===== config.mk =====
export PLATFORM = sky130hd
export DESIGN_NAME = mem_resp_queue
export DESIGN_NICKNAME = d
export VERILOG_FILES = /design/src/rtl/mem_resp_queue.sv
export SDC_FILE = /design/constraint.sdc
export NUM_CORES = 1
export LEC_CHECK = 0
export CORE_ASPECT_RATIO = 1.5
export CORE_MARGIN = 1
export CORE_UTILIZATION = 50
export CTS_BUF_LIST = sky130_fd_sc_hd__clkbuf_4 sky130_fd_sc_hd__clkbuf_8 sky130_fd_sc_hd__clkbuf_16
export DETAILED_ROUTE_END_ITERATION = 10
export PLACE_DENSITY = 0.67
export RECOVER_POWER = 25
export SYNTH_ARGS = -nofsm -noshare
export SYNTH_HDL_FRONTEND = slang
export SYNTH_SLANG_ARGS = --single-unit

===== constraint.sdc =====
create_clock -name clk -period 8.1 [get_ports clk]
set_input_delay 1.62 -clock clk [delete_from_list [all_inputs] [get_ports clk]]
set_output_delay 1.62 -clock clk [all_outputs]
set_load 0.01 [all_outputs]

===== src/rtl/mem_resp_queue.sv =====
// mem_resp_queue: in-order tracker for outstanding data-memory requests that aligns load data for WB.
// Optional macro MEM_RESP_BYPASS_EN forwards a head response to WB in the cycle it arrives.
module mem_resp_queue #(
  parameter int DW    = 32,
  parameter int DEPTH = 4,
  parameter int TAGW  = 5
) (
  input  logic                      clk,
  input  logic                      reset,
  input  logic                      req_valid,
  output logic                      req_ready,
  input  logic                      req_is_load,
  input  logic [1:0]                req_size,
  input  logic                      req_sext,
  input  logic [$clog2(DW/8)-1:0]   req_off,
  input  logic [TAGW-1:0]           req_tag,
  input  logic                      data_ok,
  input  logic [DW-1:0]             rdata,
  input  logic                      flush,
  output logic                      out_valid,
  input  logic                      out_ready,
  output logic [DW-1:0]             out_data,
  output logic [TAGW-1:0]           out_tag,
  output logic                      out_is_load,
  output logic                      busy
);
  localparam int PW = $clog2(DEPTH);
  localparam int CW = PW + 1;
  localparam int OW = $clog2(DW/8);
  localparam logic [CW-1:0] FULL   = CW'(DEPTH);
  localparam logic [CW:0]   FULL_X = (CW+1)'(DEPTH);

  function automatic logic [DW-1:0] align_load(input logic [DW-1:0] d, input logic [1:0] sz,
                                               input logic sx, input logic [OW-1:0] off);
    logic [DW-1:0] sh;
    logic [DW-1:0] r;
    logic          sgn;
    int            nb;
    sh = d >> {off, 3'b000};
    // size 3 collapses to the full bus width, which is a word on a 32-bit bus
    case (sz)
      2'd0:    begin nb = 8;  sgn = sh[7];    end
      2'd1:    begin nb = 16; sgn = sh[15];   end
      2'd2:    begin nb = 32; sgn = sh[31];   end
      default: begin nb = DW; sgn = sh[DW-1]; end
    endcase
    for (int i = 0; i < DW; i++) r[i] = (i < nb) ? sh[i] : (sx & sgn);
    return r;
  endfunction

  function automatic logic [CW-1:0] sat_discard(input logic [CW:0] v);
    return (v > FULL_X) ? FULL : v[CW-1:0];
  endfunction

  logic [PW-1:0]   wr_ptr_q, wr_ptr_d, rsp_ptr_q, rsp_ptr_d, rd_ptr_q, rd_ptr_d;
  logic [CW-1:0]   count_q, count_d, pend_q, pend_d, discard_cnt_q, discard_cnt_d;
  logic            is_load_q [DEPTH];
  logic            is_load_d [DEPTH];
  logic [1:0]      size_q    [DEPTH];
  logic [1:0]      size_d    [DEPTH];
  logic            sext_q    [DEPTH];
  logic            sext_d    [DEPTH];
  logic [OW-1:0]   off_q     [DEPTH];
  logic [OW-1:0]   off_d     [DEPTH];
  logic [TAGW-1:0] tag_q     [DEPTH];
  logic [TAGW-1:0] tag_d     [DEPTH];
  logic [DW-1:0]   data_q    [DEPTH];
  logic [DW-1:0]   data_d    [DEPTH];
  logic            done_q    [DEPTH];
  logic            done_d    [DEPTH];

  logic          rsp_take, rsp_drop, byp, pop, issue;
  logic [DW-1:0] cap_data;

  // Response classification and WB-facing outputs
  always_comb begin
    rsp_drop = data_ok & (discard_cnt_q != '0);
    rsp_take = data_ok & (discard_cnt_q == '0) & (pend_q != '0);
    cap_data = is_load_q[rsp_ptr_q]
             ? align_load(rdata, size_q[rsp_ptr_q], sext_q[rsp_ptr_q], off_q[rsp_ptr_q]) : '0;
`ifdef MEM_RESP_BYPASS_EN
    byp = rsp_take & (count_q != '0) & (rsp_ptr_q == rd_ptr_q) & ~done_q[rd_ptr_q] & ~flush;
`else
    byp = 1'b0;
`endif
    out_valid   = ~flush & (count_q != '0) & (done_q[rd_ptr_q] | byp);
    out_data    = byp ? cap_data : (out_valid ? data_q[rd_ptr_q] : '0);
    out_tag     = tag_q[rd_ptr_q];
    out_is_load = is_load_q[rd_ptr_q];
    req_ready   = (count_q != FULL);
    busy        = (count_q != '0) | (discard_cnt_q != '0);
    pop         = out_valid & out_ready;
    issue       = req_valid & req_ready & ~flush;
  end

  // Next-state: flush overrides issue, capture and pop
  always_comb begin
    wr_ptr_d      = wr_ptr_q;
    rsp_ptr_d     = rsp_ptr_q;
    rd_ptr_d      = rd_ptr_q;
    count_d       = count_q;
    pend_d        = pend_q;
    discard_cnt_d = discard_cnt_q - {{PW{1'b0}}, rsp_drop};
    is_load_d     = is_load_q;
    size_d        = size_q;
    sext_d        = sext_q;
    off_d         = off_q;
    tag_d         = tag_q;
    data_d        = data_q;
    done_d        = done_q;
    if (flush) begin
      wr_ptr_d      = '0;
      rsp_ptr_d     = '0;
      rd_ptr_d      = '0;
      count_d       = '0;
      pend_d        = '0;
      discard_cnt_d = sat_discard({1'b0, discard_cnt_q} + {1'b0, pend_q}
                                  - {{CW{1'b0}}, rsp_drop | rsp_take});
      for (int i = 0; i < DEPTH; i++) done_d[i] = 1'b0;
    end else begin
      if (issue) begin
        is_load_d[wr_ptr_q] = req_is_load;
        size_d[wr_ptr_q]    = req_size;
        sext_d[wr_ptr_q]    = req_sext;
        off_d[wr_ptr_q]     = req_off;
        tag_d[wr_ptr_q]     = req_tag;
        done_d[wr_ptr_q]    = 1'b0;
        wr_ptr_d            = wr_ptr_q + 1'b1;
      end
      if (rsp_take) begin
        data_d[rsp_ptr_q] = cap_data;
        done_d[rsp_ptr_q] = 1'b1;
        rsp_ptr_d         = rsp_ptr_q + 1'b1;
      end
      // a bypassed retire clears the done bit set just above, so it never lingers
      if (pop) begin
        done_d[rd_ptr_q] = 1'b0;
        rd_ptr_d         = rd_ptr_q + 1'b1;
      end
      case ({issue, pop})
        2'b10:   count_d = count_q + 1'b1;
        2'b01:   count_d = count_q - 1'b1;
        default: count_d = count_q;
      endcase
      case ({issue, rsp_take})
        2'b10:   pend_d = pend_q + 1'b1;
        2'b01:   pend_d = pend_q - 1'b1;
        default: pend_d = pend_q;
      endcase
    end
  end

  always_ff @(posedge clk) begin
    if (reset) begin
      wr_ptr_q      <= '0;
      rsp_ptr_q     <= '0;
      rd_ptr_q      <= '0;
      count_q       <= '0;
      pend_q        <= '0;
      discard_cnt_q <= '0;
      for (int i = 0; i < DEPTH; i++) begin
        is_load_q[i] <= 1'b0;
        size_q[i]    <= '0;
        sext_q[i]    <= 1'b0;
        off_q[i]     <= '0;
        tag_q[i]     <= '0;
        data_q[i]    <= '0;
        done_q[i]    <= 1'b0;
      end
    end else begin
      wr_ptr_q      <= wr_ptr_d;
      rsp_ptr_q     <= rsp_ptr_d;
      rd_ptr_q      <= rd_ptr_d;
      count_q       <= count_d;
      pend_q        <= pend_d;
      discard_cnt_q <= discard_cnt_d;
      for (int i = 0; i < DEPTH; i++) begin
        is_load_q[i] <= is_load_d[i];
        size_q[i]    <= size_d[i];
        sext_q[i]    <= sext_d[i];
        off_q[i]     <= off_d[i];
        tag_q[i]     <= tag_d[i];
        data_q[i]    <= data_d[i];
        done_q[i]    <= done_d[i];
      end
    end
  end

endmodule


==> qor.json <==
{
  "status": {"value": "finished, violations left"},
  "violated_checks": {"value": "max-capacitance violations, max-slew violations"},
  "max_fclk": {"value": 0.190, "unit": "GHz"},
  "drt_iter0_markers": {"value": 489},
  "timing.final.crit_period": {"value": 5270, "unit": "ps"},
  "syn_area_per_cell": {"value": 9.09, "unit": "µm²"},
  "setup_viol": {"value": 0},
  "worst_path_dominant_cell_family": {"value": "buffers and inverters"},
  "synth_edf_count": {"value": 0},
  "synth.distinct_cells": {"value": 49},
  "fin_nets": {"value": 1152},
  "p_total": {"value": 2.09, "unit": "mW"},
  "area_contributors_post_synth": {"value": "dfxtp_1 41%, mux4_2 11%, mux2i_1 6.6%, nand3_1 5.9%, a21oi_1 5.0%"},
  "min_path_cells": {"value": 2},
  "clkTransAtPathRegs": {"value": 70, "unit": "ps"},
  "placement.io_buffers": {"value": 89},
  "critical_path_depth": {"value": 5},
  "rsz0062_at_grt": {"value": "false"},
  "antenna_cells": {"value": 0},
  "power.switching_fraction": {"value": 28.9, "unit": "%"},
  "clkSinkCount": {"value": 191},
  "max_slew.worst_pin.slew": {"value": 2040, "unit": "ps"},
  "netlist_instances": {"value": 1038},
  "synth-main-ff-cell": {"value": "dfxtp_1"},
  "netlist_top_cells_count": {"value": "191 x dfxtp_1, 122 x nand2_1, 111 x nand3_1"},
  "place_congestion": {"value": 0.873},
  "synth-seq-area-share": {"value": 40.5, "unit": "%"},
  "postCtsResizedCells": {"value": 0},
  "power.internal": {"value": 1.48, "unit": "mW"},
  "grt_antenna_before_repair": {"value": 0},
  "period_share": {"value": 65.0, "unit": "%"},
  "drv_cap": {"value": 1},
  "routed_via_density": {"value": 5.90},
  "worst-endpoint-arrival": {"value": 3650, "unit": "ps"},
  "yosys_register_bits": {"value": 191},
  "timing.reg2reg.worst_path_depth": {"value": 7},
  "detail_route.first_pass.iterations": {"value": 5},
  "post-cts-setup-buffer-count": {"value": 0},
  "worst_setup_path_start_kind": {"value": "input pin"},
  "final_core_util": {"value": 59.2, "unit": "%"},
  "die_width": {"value": 114, "unit": "µm"},
  "num_rows": {"value": 61},
  "hold_viol": {"value": 0},
  "ys.warnings.count": {"value": 0},
  "die_area": {"value": 0.0194, "unit": "mm²"},
  "numCtsBuffers": {"value": 17},
  "gr-usage-all-layers": {"value": 27.4, "unit": "%"},
  "ys_async_sr_fraction": {"value": 0, "unit": "%"},
  "grt_pass1_wl": {"value": 40700, "unit": "µm"},
  "final-max-slew-violation-count": {"value": 50},
  "first_global_vias": {"value": 7605},
  "max_stage_delay": {"value": 710, "unit": "ps"},
  "crit_path_kind": {"value": "in2out"},
  "ctsLongestPathBuffers": {"value": 2},
  "drc_errors": {"value": 0},
  "synth_most_common_cell": {"value": "dfxtp_1"},
  "cp_slowest_cell": {"value": "dlygate4sd3_1"},
  "worstSetupEndpointType": {"value": "output pin"},
  "area_growth_from_synthesis_to_layout": {"value": 16.4, "unit": "%"},
  "comb_power_share": {"value": 14.9, "unit": "%"},
  "cts.root.buffer_cell": {"value": "clkbuf_16"},
  "gr-total-overflow": {"value": 0},
  "min_path_type": {"value": "reg2reg"},
  "placeableCoreArea": {"value": 0.0185, "unit": "mm²"},
  "sequential_cell_area": {"value": 0.00383, "unit": "mm²"},
  "post_cts_hold_buffer_count": {"value": 0},
  "syn-num-nets": {"value": 1113},
  "floorplan.io_pins": {"value": 90},
  "drt-total-wl": {"value": 25500, "unit": "µm"},
  "power.share.clock": {"value": 39.2, "unit": "%"},
  "p_leak": {"value": 3.54, "unit": "nW"},
  "finalSetupTns": {"value": 0, "unit": "ps"},
  "synth_largest_type_area_fraction": {"value": 40.5, "unit": "%"},
  "crit_path_cell_trace": {"value": "dlygate4sd3_1 > nor3b_2 > buf_4 > and2_1 > clkdlybuf4s50_1"},
  "power_switching": {"value": 0.604, "unit": "mW"},
  "worst_slew_margin_rel": {"value": -36.0, "unit": "%"},
  "start_util": {"value": 50.9, "unit": "%"},
  "multi_input_area": {"value": 0.00518, "unit": "mm²"},
  "power_per_cell_area": {"value": 190, "unit": "mW/mm²"},
  "ant_nets": {"value": 0},
  "grt_max_degree": {"value": 82},
  "critPathBufInv": {"value": 3},
  "peak_ir_drop_on_the_vdd_network": {"value": 126, "unit": "µV"},
  "cts.htree.levels": {"value": 4},
  "routed_wire_length_per_instance": {"value": 19.0, "unit": "µm"},
  "detailed_place_hpwl": {"value": 16800, "unit": "µm"},
  "worst-endpoint-required": {"value": 6480, "unit": "ps"},
  "worst_hold_slack": {"value": 454, "unit": "ps"},
  "power.share.sequential": {"value": 45.9, "unit": "%"},
  "insertion_delay": {"value": 450, "unit": "ps"},
  "mappedNetlistArea": {"value": 0.00944, "unit": "mm²"},
  "post-synth-top-area-cell": {"value": "dfxtp_1"},
  "cp_max_fo": {"value": 33},
  "die_height": {"value": 170, "unit": "µm"},
  "clock_tree_from_tritoncts": {"value": "done"},
  "post_route_cells_drive_above_1_share": {"value": 9.36, "unit": "%"},
  "final.setup_skew": {"value": 8.26, "unit": "ps"},
  "number_of_vias_in_the_routed_layout": {"value": 7915},
  "n_fill_cell": {"value": 1636}
}
==> power by group through the flow <==
stage                     clock network, mW  logic, mW  registers [mW]
final                                 0.819      0.311           0.958
after detailed placement                  0      0.309           0.980
after floorplan                           0      0.209           0.977
after CTS                             0.828      0.311           0.958
after global routing                  0.869      0.344           0.959
after global placement                    0      0.303           0.980
==> metal layers <==
metal / vias to the layer above / wire length [µm] / global-route usage [%]
met5: - / 0 / 0
met4: 0 / 843 / 11.8
met3: 51 / 1400 / 4.88
met2: 263 / 12800 / 46.7
met1: 3797 / 10500 / 33.8
li1: 3804 / - / -
==> flip-flops by register name (all words and copies together) (netlist names) <==
name           flops
rd_ptr_q           2
wr_ptr_q           2
discard_cnt_q      3
rsp_ptr_q          2
sext_q             4
tag_q             20
data_q           128
size_q             8
is_load_q          4
off_q              8
pend_q             3
count_q            3
done_q             4
==> kinds of logic after synthesis <==
logic type | after synthesis | share of synthesized area (%)
compound gates | 252 | 15.6
xor+xnor | 10 | 0.928
fa+ha+maj | 26 | 3.69
buf+inv | 111 | 4.80
flops | 191 | 40.5
mux | 107 | 17.3
simple gates | 341 | 17.2
==> metrics by stage <==
step / cells / worst slack (ps) / cell area, µm²
6_report: 1342 / 2830 / 11000
4_1_cts: 1342 / 2870 / 11000
2_1_floorplan: 1038 / 3760 / 9440
3_5_place_dp: 1310 / 2870 / 10400
3_3_place_gp: 1310 / 2920 / 10400
5_1_grt: 1342 / 2720 / 11000
==> path summary, 6_finish.rpt <==
kind,startpoint,endpoint,slack (ps)
hold reg to reg,data_q[33],data_q[33],450
hold / removal,data_q[33],data_q[33],450
setup / recovery,flush,out_data[14],2830
setup reg to reg,rsp_ptr_q[0],data_q[89],4070
==> layout by cell type (no fill, tap or decap), drive strengths merged, types with 3 or more instances in the layout <==
| cell | instances |
|---|---|
| a211oi | 12 |
| a21oi | 95 |
| a22oi | 5 |
| a32oi | 3 |
| and2 | 40 |
| buf | 11 |
| clkbuf | 18 |
| clkdlybuf4s50 | 85 |
| clkinv | 7 |
| dfxtp | 191 |
| dlygate4sd3 | 3 |
| fa | 3 |
| ha | 23 |
| inv | 37 |
| mux2i | 62 |
| mux4 | 45 |
| nand2 | 122 |
| nand2b | 4 |
| nand3 | 111 |
| nand4 | 4 |
| nor2 | 33 |
| nor2b | 5 |
| nor3 | 5 |
| nor4 | 5 |
| o211ai | 4 |
| o21ai | 97 |
| o21bai | 8 |
| o22ai | 8 |
| o311ai | 12 |
| xnor2 | 4 |
| xor2 | 6 |
==> worst register-to-register path: stages, from the launching register on <==
cell	delay, ps
dfxtp_1	660
mux4_2	620
nor2_1	810
inv_2	130
ha_1	450
nor4_1	650
o211ai_1	450
o21ai_0	200
==> layout make-up <==
| type | instances | share of cell area [%] |
|---|---|---|
| multi-input combinational | 736 | 47.2 |
| sequential | 191 | 34.8 |
| timing repair buffer | 100 | 8.81 |
| clock buffer | 17 | 3.87 |
| tap | 252 | 2.87 |
| clock inverter | 15 | 1.36 |
| inverter | 31 | 1.06 |
Power figures use the tool's default switching activity.
